### src/rtl/shared_reg_arbiter.sv
// Round-robin arbiter and load sequencer for a shared parallel-load register, with optional burst lock.
// Optional: define SHARED_REG_ARB_PRIO_EN to give requester 0 absolute priority when idle.
module shared_reg_arbiter #(
  parameter int unsigned      width       = 8,
  parameter int unsigned      num_req     = 4,
  parameter logic [width-1:0] reset_value = '0,
  parameter int unsigned      max_burst   = 4
) (
  input  logic                     clk,
  input  logic                     reset_N,
  input  logic [num_req-1:0]       req,
  input  logic [num_req-1:0]       lock,
  input  logic [num_req*width-1:0] d_bus,
  output logic [num_req-1:0]       ack,
  output logic [width-1:0]         q,
  output logic [2:0]               q_owner,
  output logic                     busy
);

  localparam int unsigned max_req = 8;

  typedef enum logic {IDLE, BURST} state_t;
  typedef logic [num_req-1:0] req_vec_t;

  if (num_req < 2 || num_req > max_req || max_burst == 0 || max_burst > 15) begin : g_cfg_err
    $error("shared_reg_arbiter: illegal configuration num_req=%0d max_burst=%0d", num_req, max_burst);
  end

  state_t                state;
  logic [2:0]            ptr;
  logic [3:0]            cnt;
  logic [max_req-1:0]    req_ext;
  logic [max_req-1:0]    lock_ext;
  logic [width-1:0]      d_arr [max_req];
  logic                  any_c;
  logic [2:0]            win_c;
  logic [2:0]            nxt_ptr_c;
  int unsigned           scan_idx;

  assign req_ext  = 8'(req);
  assign lock_ext = 8'(lock);

  // Pad the data slices out to eight entries so a 3-bit owner index selects directly.
  for (genvar gi = 0; gi < max_req; gi++) begin : g_slice
    if (gi < num_req) begin : g_used
      assign d_arr[gi] = d_bus[gi*width +: width];
    end else begin : g_pad
      assign d_arr[gi] = '0;
    end
  end

  // Winner search: first active request at or after the pointer, wrapping at num_req.
  always_comb begin
    any_c     = 1'b0;
    win_c     = '0;
    scan_idx  = 0;
    nxt_ptr_c = ptr;
    for (int unsigned k = 0; k < num_req; k++) begin
      scan_idx = (32'(ptr) + k) % num_req;
      if (!any_c && req_ext[3'(scan_idx)]) begin
        any_c = 1'b1;
        win_c = 3'(scan_idx);
      end
    end
    if (any_c) begin
      nxt_ptr_c = 3'((32'(win_c) + 32'd1) % num_req);
    end
`ifdef SHARED_REG_ARB_PRIO_EN
    if (req_ext[0]) begin
      any_c     = 1'b1;
      win_c     = '0;
      nxt_ptr_c = ptr;
    end
`endif
  end

  always_ff @(posedge clk) begin
    if (!reset_N) begin
      state   <= IDLE;
      ptr     <= '0;
      cnt     <= '0;
      q       <= reset_value;
      q_owner <= '0;
      ack     <= '0;
      busy    <= 1'b0;
    end else begin
      ack <= '0;
      case (state)
        IDLE: begin
          if (any_c) begin
            q       <= d_arr[win_c];
            q_owner <= win_c;
            ack     <= req_vec_t'(8'd1 << win_c);
            ptr     <= nxt_ptr_c;
            if (lock_ext[win_c] && max_burst > 1) begin
              state <= BURST;
              busy  <= 1'b1;
              cnt   <= 4'd1;
            end
          end
        end
        BURST: begin
          // Owner keeps loading while it holds req; dropping lock makes this the last load.
          if (req_ext[q_owner]) begin
            q   <= d_arr[q_owner];
            ack <= req_vec_t'(8'd1 << q_owner);
            cnt <= cnt + 4'd1;
            if (!lock_ext[q_owner] || (cnt + 4'd1 == 4'(max_burst))) begin
              state <= IDLE;
              busy  <= 1'b0;
            end
          end else begin
            state <= IDLE;
            busy  <= 1'b0;
          end
        end
        default: begin
          state <= IDLE;
          busy  <= 1'b0;
        end
      endcase
    end
  end

endmodule

### config.mk
export PLATFORM = sky130hd
export DESIGN_NAME = shared_reg_arbiter
export DESIGN_NICKNAME = d
export VERILOG_FILES = /design/src/rtl/shared_reg_arbiter.sv
export SDC_FILE = /design/constraint.sdc
export NUM_CORES = 1
export LEC_CHECK = 0
export BUFFER_PORTS_ARGS = -buffer_cell sky130_fd_sc_hd__clkbuf_2
export CAP_MARGIN = 30
export CORE_ASPECT_RATIO = 0.7
export CORE_MARGIN = 3
export CORE_UTILIZATION = 54
export CTS_CLUSTER_SIZE = 28
export DETAILED_ROUTE_END_ITERATION = 16
export HOLD_SLACK_MARGIN = 0.05
export MAX_ROUTING_LAYER = met4
export PLACE_DENSITY_LB_ADDON = 0.1
export SETUP_SLACK_MARGIN = 0.3
export SLEW_MARGIN = 20
export SYNTH_ARGS = -nofsm -noshare
export SYNTH_HDL_FRONTEND = slang
export SYNTH_SLANG_ARGS = --single-unit
### constraint.sdc
create_clock -name clk -period 4.99 [get_ports clk]
set_input_delay 0.2495 -clock clk [delete_from_list [all_inputs] [get_ports clk]]
set_output_delay 0.2495 -clock clk [all_outputs]
set_load 0.01 [all_outputs]
Word level (Yosys, flattened, before mapping)
Cells that the tools add are included.
- RAM bits: 0
- output and inout bits: 16
- latch bits: 0
- register bits after elaboration: 23
- ROM bits: 0
- input port bits: 42
- memories kept: 0
- reduce and logical (&&, ||, !) cells: 12
- div/mod/pow operators: 0
- order comparisons: 8
- shifts and indexed selects: 2
- equal/unequal tests: 5
- bitwise logic cells: 3
- add/sub/neg operators: 5
- multiply operators: 0
- multiplexer cells: 48
- operators with widths (kind ; number):
    $bmux W8 S3 ; 2
    $mux W8 ; 6
    $mux W4 ; 5
    $mux W1 ; 19
    $lt A2 B4 Y1 const B ; 4
    $pmux W4 S2 ; 2
    $pmux W8 S2 ; 1
    $bmux W1 S3 ; 3
    $bmux W1 S2 ; 4
    $ge A4 B4 Y1 const B ; 2
    $lt A3 B4 Y1 const B ; 2
    $not A3 Y4 ; 2
    $shl A1 B3 Y4 const A ; 2
    $mux W3 ; 2
    $reduce_and A3 Y1 ; 2
    $add A2 B1 Y2 const B ; 2
    $add A2 B2 Y2 const B ; 2
    $add A4 B1 Y4 const B ; 1
    $eq A4 B3 Y1 const B ; 1
    $logic_not A1 Y1 ; 4
    $mux W2 ; 2
    $ne A2 B2 Y1 const B ; 2
    $pmux W1 S2 ; 2
    $reduce_and A2 Y1 ; 2
    other kinds (5) ; 7

Logic depth before layout (Yosys ltp)
Gate-level depths: netlist of run 1.
- depth in word-level cells: 18
- depth in mapped cells: 9

Worst setup path before layout of run 1
No wires, ideal clock.
- path kind: register to register
- from: register ptr[1]
- to: register q[0]
- cell stages (with the launch flop): 9
- data arrival time: 1.706 ns
- buffers on the path: 2
- setup slack: 3.167 ns
- path through: dfxtp_1 mux2i_1 nor2_1 a311oi_2 buf_6 buf_6 mux2i_1 nand2_1 a22o_2
- longest elaborated chain between the ends: 18
- elaborated cells between the ends (all ways): 33
- classes of those cells: 3 x add/sub; 1 x eq/ne; 21 x mux; 1 x bitwise; 7 x reduce/logical
- RTL lines (element ; line ; text):
    from (decl) ; 30 ; logic [2:0] ptr;
    from (signal assigned) ; 94 ; ptr <= nxt_ptr_c;
    branches (longest 11 deep; another with $add A2 B1 Y2) ; n/a ;
    $mux W3 (*) ; 60 ; if (!any_c && req_ext[3'(scan_idx)]) begin
    named net win_c[0] ; 36 ; logic [2:0] win_c;
    $not A3 Y4 (not written as such) (*) ; 91 ; q <= d_arr[win_c];
    $bmux W8 S3 (*) ; 91 ;
    $mux W8 (not written as such) (*) (2 in series) ; 91 ;
    $mux W8 (*) ; 90 ; if (any_c) begin
    $pmux W8 S2 (*) ; 88 ; case (state)
    to (signal assigned) ; 82 ; q <= reset_value;
    to (signal assigned) ; 91 ;
    to (signal assigned) ; 105 ; q <= d_arr[q_owner];
    to (decl) ; 15 ; output logic [width-1:0] q,
Mark *: on every way through the listed nets, which the timed path passes. The select of a mux whose other input is x is not followed.
A chain may end at the register's enable or synchronous reset.

Final worst setup path of run 1
- from: register q_owner[0]
- to: register q[6]
- longest elaborated chain between the ends: 6
- elaborated cells between the ends (all ways): 10
- classes of those cells: 1 x eq/ne; 7 x mux; 1 x bitwise; 1 x reduce/logical
- RTL lines (element ; line ; text):
    from (decl) ; 16 ; output logic [2:0] q_owner,
    from (signal assigned) ; 92 ; q_owner <= win_c;
    $not A3 Y4 (not written as such) ; 105 ;
    $bmux W8 S3 ; 105 ;
    $mux W8 (not written as such) (2 in series) ; 105 ;
    $mux W8 ; 104 ; if (req_ext[q_owner]) begin
    $pmux W8 S2 ; 88 ;
Parallel ways exist; a longest one is shown, timed or not. The select of a mux whose other input is x is not followed.

==> results.md, run 1 <==
- Status: complete, no violations
- Synth Cell Area: 1690 um2
- Global Route Usage Sum: 0.233
- Die Y: 52.7 um
- Starting density of the core: 0.585
- DIE WIDTH: 72.8 um
- Core area: 2880 um2
- Ys flop type: dfxtp_1
- Post-CTS Hold Buffers: 0
- Hold Vio Cnt, Final: 0
- Hpwl dp: 3230 um
- Reg2reg setup slack: 2730 ps
- Setup crit start: q_owner[0]$_SDFFE_PN0P_
- Seq/Total Area, Yosys: 0.261
- First-pass GRT wire length: 6650 um
- Comb power frac: 0.429
- DRC: 0
- TritonCTS Sinks: 22
- Max IR drop VDD: 0.000221 V
- Final cell count without fillers: 256
- PD cells: 375 nW/um2
- Vias/cell: 5.89
- Clk pwr share: 0.222
- Leakage power: 0.905 nW
- Maxcap violations: 0
- # IOs: 58
- CP required: 5150 ps
- Power Internal: 0.477 mW
- Antenna Cells: 0
- Final Max Slew Viols: 0
- Placed Cells: 252
- Fillers: 242
- ANT nets after route: 0
- Fmax: 0.443 GHz
- Vias in the first global route: 1443
- Netlist cell types: 45
- Nets: 269
- Worst Setup EP: q[6]$_SDFFE_PN0P_
- Setup Viol. Count Final: 0
- Ys async rst share: 0
- Clock slew at reported path FFs: 80 ps
- Synth Instances: 172
- FF+latch count, synth: 22
- Worst Clk Skew: 5.23 ps
- Antenna violations before repair: 0
- Port Buffer Count: 56
- Largest net degree at the start of global routing: 22
- Clock Latency Late Sink: 260 ps
- Overflow after GRT: 0
- EDFF count, synth: 0
- Die footprint: 3840 um2
- Seq pwr share: 0.349
- Worst r2r path cells: 5
- Crit path DAT: 2410 ps
- 1st-iter DRT viols: 108
- DR vias: 1507
- Psw: 0.269 mW
- Final WL: 4230 um
- CTS tree: yes
- Cts repair resizes: 0
- Setup Buffers After CTS: 0
- Rel. slew slack: 0.444
- Wire length per cell: 16.5 um
- CTS H-tree depth: 1
- Worst Setup End Kind: register
- Switching Fraction: 0.361
- Final Util: 0.691
- Layout cells sized above 1: 0.386
- Placed cell area: 1920 um2
- Tcrit/Tclk final: 0.452
- First-pass detailed-route iteration total: 4
- Yosys warning total: 0
- Syn Area/Cell: 9.80 um2
- # rows: 16
- FF-to-FF End: q[6]$_SDFFE_PN0P_
- Min cycle time layout: 2260 ps
- Hold Crit Class: in2reg
- Worst R2R Start: q_owner[0]$_SDFFE_PN0P_
- WS Path Type: reg2reg
- CTS buffer count: 3
- Worst setup SP type: register
- Worst Max-Slew Pin Slew: 833 ps
- Post-Route Setup TNS: 0 ps
- Area growth syn-to-layout: 18.2%
- Root buffer cell: clkbuf_8
- Max Root-Sink Buffers: 2
- Mapped Nets: 220
- RSZ-0062 raised after global routing: no
- Worst-path fanout max: 16
- Placer Congestion: 0.765
- Final instance area: 1990 um2
synth_stat cells, types with 2 or more instances:
| master | number | share of area |
|---|---|---|
| a21oi_1 | 7 | 0.021 |
| nor2b_1 | 7 | 0.026 |
| o21a_1 | 2 | 0.0089 |
| mux4_2 | 10 | 0.13 |
| a22o_2 | 5 | 0.030 |
| dfxtp_1 | 22 | 0.26 |
| a211oi_1 | 7 | 0.031 |
| a21boi_0 | 2 | 0.0089 |
| o21ai_0 | 7 | 0.021 |
| nand2_1 | 12 | 0.027 |
| o211ai_1 | 2 | 0.0089 |
| and2_4 | 2 | 0.010 |
| ha_1 | 6 | 0.045 |
| inv_1 | 5 | 0.011 |
| a22o_1 | 2 | 0.010 |
| mux2i_1 | 20 | 0.12 |
| clkbuf_1 | 2 | 0.0045 |
| buf_6 | 6 | 0.040 |
| buf_2 | 3 | 0.0089 |
| nand3_1 | 5 | 0.015 |
| nor2_1 | 14 | 0.031 |
flip-flops by register name (all words and copies together), names as in the netlist:
signal,count
q_owner,2
ack,4
state,1
ptr,2
q,8
cnt,4
busy,1
per-layer routing:
| metal | vias up | track usage | wire (um) |
|---|---|---|---|
| met1 | 713 | 0.307 | 1870 |
| met5 | - | - | 0 |
| met2 | 55 | 0.374 | 2060 |
| met4 | 0 | 0.0491 | 14 |
| met3 | 2 | 0.0441 | 287 |
| li1 | 737 | - | - |
metrics by stage:
stage	power [mW]	worst slack (ps)	hold slack, ps
6_report	0.746	2730	317
5_1_grt	0.791	2630	329
4_1_cts	0.746	2710	320
3_5_place_dp	0.582	2710	469
3_3_place_gp	0.568	2790	467
2_1_floorplan	0.504	3170	469
worst max-delay path, stage by stage, from the launching register on:
cell	delay [ps]
dfxtp_1	780
mux4_2	600
and2_4	230
o21ai_4	240
a211oi_1	90
a22o_2	210
area by class of cell:
| class | count | area [um2] | area share |
|---|---|---|---|
| Clock buffer | 3 | 41.3 | 0.0207 |
| Clock inverter | 1 | 30.0 | 0.0151 |
| Inverter | 6 | 22.5 | 0.0113 |
| Multi-Input combinational cell | 131 | 1120 | 0.565 |
| Sequential cell | 22 | 440 | 0.221 |
| Tap cell | 36 | 45.0 | 0.0226 |
| Timing Repair Buffer | 57 | 288 | 0.144 |
cells by family after synthesis:
logic type,Yosys count,share of synthesized area
other cells,1,0.00223
compound gates,44,0.200
simple gates,48,0.148
xor+xnor,1,0.00520
fa+ha+maj,6,0.0445
mux,31,0.259
flops,22,0.261
buf+inv,19,0.0794
layout by cell type (no fill, tap or decap), drive strengths merged, types with 2 or more instances in the layout:
cell type	count
clkbuf	59
dfxtp	22
mux2i	20
nor2	14
nand2	12
mux4	10
o21ai	9
a21oi	7
nor2b	7
a211oi	7
a22o	7
ha	6
inv	5
nand3	5
and2	3
o211ai	2
o21a	2
a21boi	2
nor3b	2
worst min path at each step:
stage	startpoint	to	slack, ps	cells past startpoint
finish	d_bus[7]	q[7]$_SDFFE_PN0P_	320	4
global route	d_bus[7]	q[7]$_SDFFE_PN0P_	330	4
CTS	d_bus[7]	q[7]$_SDFFE_PN0P_	320	4
detailed placement	q[7]$_SDFFE_PN0P_	q[7]$_SDFFE_PN0P_	470	1
global placement	q[7]$_SDFFE_PN0P_	q[7]$_SDFFE_PN0P_	470	1
floorplan	cnt[2]$_SDFFE_PN0P_	cnt[2]$_SDFFE_PN0P_	470	2
power groups by stage:
stage / Sequential, mW / Clock, mW / Combinational, mW
2_1_floorplan: 0.255 / 0 / 0.249
3_3_place_gp: 0.261 / 0 / 0.307
3_5_place_dp: 0.264 / 0 / 0.318
4_1_cts: 0.260 / 0.167 / 0.319
5_1_grt: 0.266 / 0.178 / 0.347
6_report: 0.260 / 0.166 / 0.320
Note: power is estimated with default switching activity, not from simulation.
==> run 2: changes to the inputs <==
ABC_AREA = 1   (was unset)
CORE_UTILIZATION = 52   (was 54)
clock period = 2.2 ns   (was 4.99 ns; I/O delays follow)
==> run 2 against run 1 <==
Compared with the run above: design area rose by 39%; non-clock buffer count rose by 20; flip-flop and latch count did not move; routed wire length rose by 76%; via count rose by 72%; die area rose by 16%; critical path depth rose by 10.
==> results.md, run 2 <==
- Status: complete, no violations
- Root buffer cell: clkbuf_8
- Largest net degree at the start of global routing: 19
- Vias in the first global route: 1976
- DRC: 0
- Maxcap violations: 0
- Final WL: 7460 um
- Comb power frac: 0.792
- Clock Latency Late Sink: 270 ps
- Netlist cell types: 31
- FF-to-FF End: cnt[0]$_SDFFE_PN0P_
- Synth top cells by count: 109 x nand2_1, 38 x nand3_1, 32 x inv_1
- Max IR drop VDD: 0.00105 V
- Worst setup SP type: register
- FF+latch count, synth: 22
- CP required: 2410 ps
- Crit path DAT: 2230 ps
- Most common cell after layout, fill and taps aside: nand2_1
- # IOs: 58
- Top Registers: q x8, ack x4, cnt x4
- Worst r2r path cells: 15
- WS Path Type: reg2reg
- Synth top area share: 0.231
- Worst Setup End Kind: register
- Seq/Total Area, Yosys: 0.231
- Ys async rst share: 0
- Die footprint: 4440 um2
- Min cycle time layout: 2020 ps
- Yosys top cell by area: dfxtp_1
- CTS buffer count: 3
- Layout cells sized above 1: 0.424
- First-pass GRT wire length: 9160 um
- Yosys warning total: 0
- Post-CTS Hold Buffers: 0
- Worst Clk Skew: 1.92 ps
- TritonCTS Sinks: 22
- PD cells: 1880 nW/um2
- Clk pwr share: 0.075
- Reg2reg setup slack: 180 ps
- Largest Register: q
- EDFF count, synth: 0
- Switching Fraction: 0.528
- Syn Area/Cell: 6.13 um2
- Fmax: 0.496 GHz
- Post-Route Setup TNS: 0 ps
- DIE WIDTH: 78.4 um
- Power Internal: 2.46 mW
- Psw: 2.76 mW
- Final Max Slew Viols: 0
- Hpwl dp: 4170 um
- Placer Congestion: 1.03
- Most frequent cells in the layout: 79 x nand2_1, 56 x clkbuf_2, 31 x inv_1
- Die Y: 56.7 um
- Max Root-Sink Buffers: 2
- Hold Vio Cnt, Final: 0
- Port Buffer Count: 56
- WHS Endpoint: cnt[0]$_SDFFE_PN0P_
- Worst Hold Depth: 3
- Most frequent cell after synthesis: nand2_1
- Top cells by area, synth: dfxtp_1 23%, nand2_1 21%, nand3_1 10%
- ANT nets after route: 0
- Setup Viol. Count Final: 0
- Mapped Nets: 359
- Nets: 429
- Tcrit/Tclk final: 0.916
- Core area: 3320 um2
- Area growth syn-to-layout: 45.4%
- HP Start: reset_N
- Synth Instances: 311
- Hold Crit Class: in2reg
- CTS H-tree depth: 1
- Worst-path fanout max: 9
- Wire length per cell: 17.5 um
- DR vias: 2588
- Ys flop type: dfxtp_1
- Antenna Cells: 0
- Overflow after GRT: 0
- # rows: 17
- Seq pwr share: 0.132
- Vias/cell: 6.06
- Starting density of the core: 0.575
- Fillers: 213
- Leakage power: 1.46 nW
- 1st-iter DRT viols: 335
- Clock slew at reported path FFs: 90 ps
- Worst R2R Start: ptr[1]$_SDFFE_PN0P_
- RSZ-0062 raised after global routing: yes
- Synth Cell Area: 1910 um2
- Final Util: 0.836
- Global Route Usage Sum: 0.263
- Number of flip-flops in the largest register: 8
- First-pass detailed-route iteration total: 5
- Overall power: 5.22 mW
- CTS tree: yes
- Antenna violations before repair: 0
[run 2: cell types whose count changed after synthesis, moves of 6 or more]
cell,before,now
a211oi_1,7,1
mux4_2,10,0
nor2_1,14,6
inv_1,5,32
a221oi_1,0,8
nand2_1,12,109
nand2_2,0,10
inv_2,0,7
a21oi_1,7,20
nand3_1,5,38
o22ai_1,0,9
nor2b_1,7,0
mux2i_1,20,0
[run 2: timing repair]
action                     in CTS  in global routing
cloned                          0                  6
setup buffers                   3                  4
pin swaps                       2                 38
setup endpoints to repair      13                 19
resized for setup              11                 81
[run 2: worst max-delay path by stage]
stage               slack (ps)                  end  cells past startpoint                start
floorplan                  450  ptr[1]$_SDFFE_PN0P_                     12  ptr[0]$_SDFFE_PN0P_
global placement           250  ptr[1]$_SDFFE_PN0P_                     11  ptr[0]$_SDFFE_PN0P_
detailed placement         230  ptr[1]$_SDFFE_PN0P_                     11  ptr[0]$_SDFFE_PN0P_
CTS                        280    q[4]$_SDFFE_PN0P_                     15  ptr[0]$_SDFFE_PN0P_
global route                60    q[2]$_SDFFE_PN0P_                     16  ptr[1]$_SDFFE_PN0P_
finish                     180  cnt[0]$_SDFFE_PN0P_                     15  ptr[1]$_SDFFE_PN0P_
[run 2: metal layers]
layer | global-route usage | up-vias | wire length (um)
li1 | - | 1165 | -
met1 | 0.369 | 1167 | 2890
met2 | 0.404 | 218 | 3390
met3 | 0.0529 | 38 | 894
met4 | 0.0324 | 0 | 293
met5 | - | - | 0
[run 2: through the flow]
step	instance area, um2	hold slack, ps	setup slack, ps	std cells
final	2770	245	185	427
after global routing	2770	246	58.7	427
after CTS	2360	193	278	417
after detailed placement	2230	455	225	410
after global placement	2230	453	249	410
after floorplan	1910	248	448	311
[run 2: area by class of cell]
| class | count | area (um2) | area share |
|---|---|---|---|
| timing repair buffer | 77 | 529 | 0.191 |
| multi-input combinational | 237 | 1500 | 0.539 |
| tap | 47 | 58.8 | 0.0212 |
| clock buffer | 3 | 41.3 | 0.0149 |
| inverter | 40 | 170 | 0.0614 |
| sequential | 22 | 448 | 0.162 |
| clock inverter | 1 | 30.0 | 0.0108 |
[run 2: kinds of logic (layout without fill, tap and decap cells)]
group,count (synthesis),in the layout,share of synthesized area
buffers and inverters,53,121,0.129
AOI/OAI and AO/OA,54,54,0.173
adders and majority gates,6,6,0.0394
DFF,22,22,0.231
other,1,1,0.00197
and+or+nand+nor,173,174,0.417
xor gates and xnor gates,2,2,0.00919
[run 2: power by group through the flow]
stage	Clock [mW]	Combinational, mW	Sequential, mW
detailed placement	0	2.69	0.645
global route	0.405	4.39	0.702
CTS	0.385	2.89	0.644
floorplan	0	2.01	0.682
finish	0.392	4.14	0.692
global placement	0	2.68	0.642
[run 2: critical path: stages (launching register included)]
cell and delay, ps:
dfxtp_4 420, inv_4 80, nand2_2 110, nand2_4 90, nand2_2 80, nand2_2 60
nor2_4 150, nand3_4 140, buf_4 210, nand3_2 80, nand2_1 80, nand2_1 110
nand3_4 120, nand3_2 80, nand2_1 50, nor2_1 90
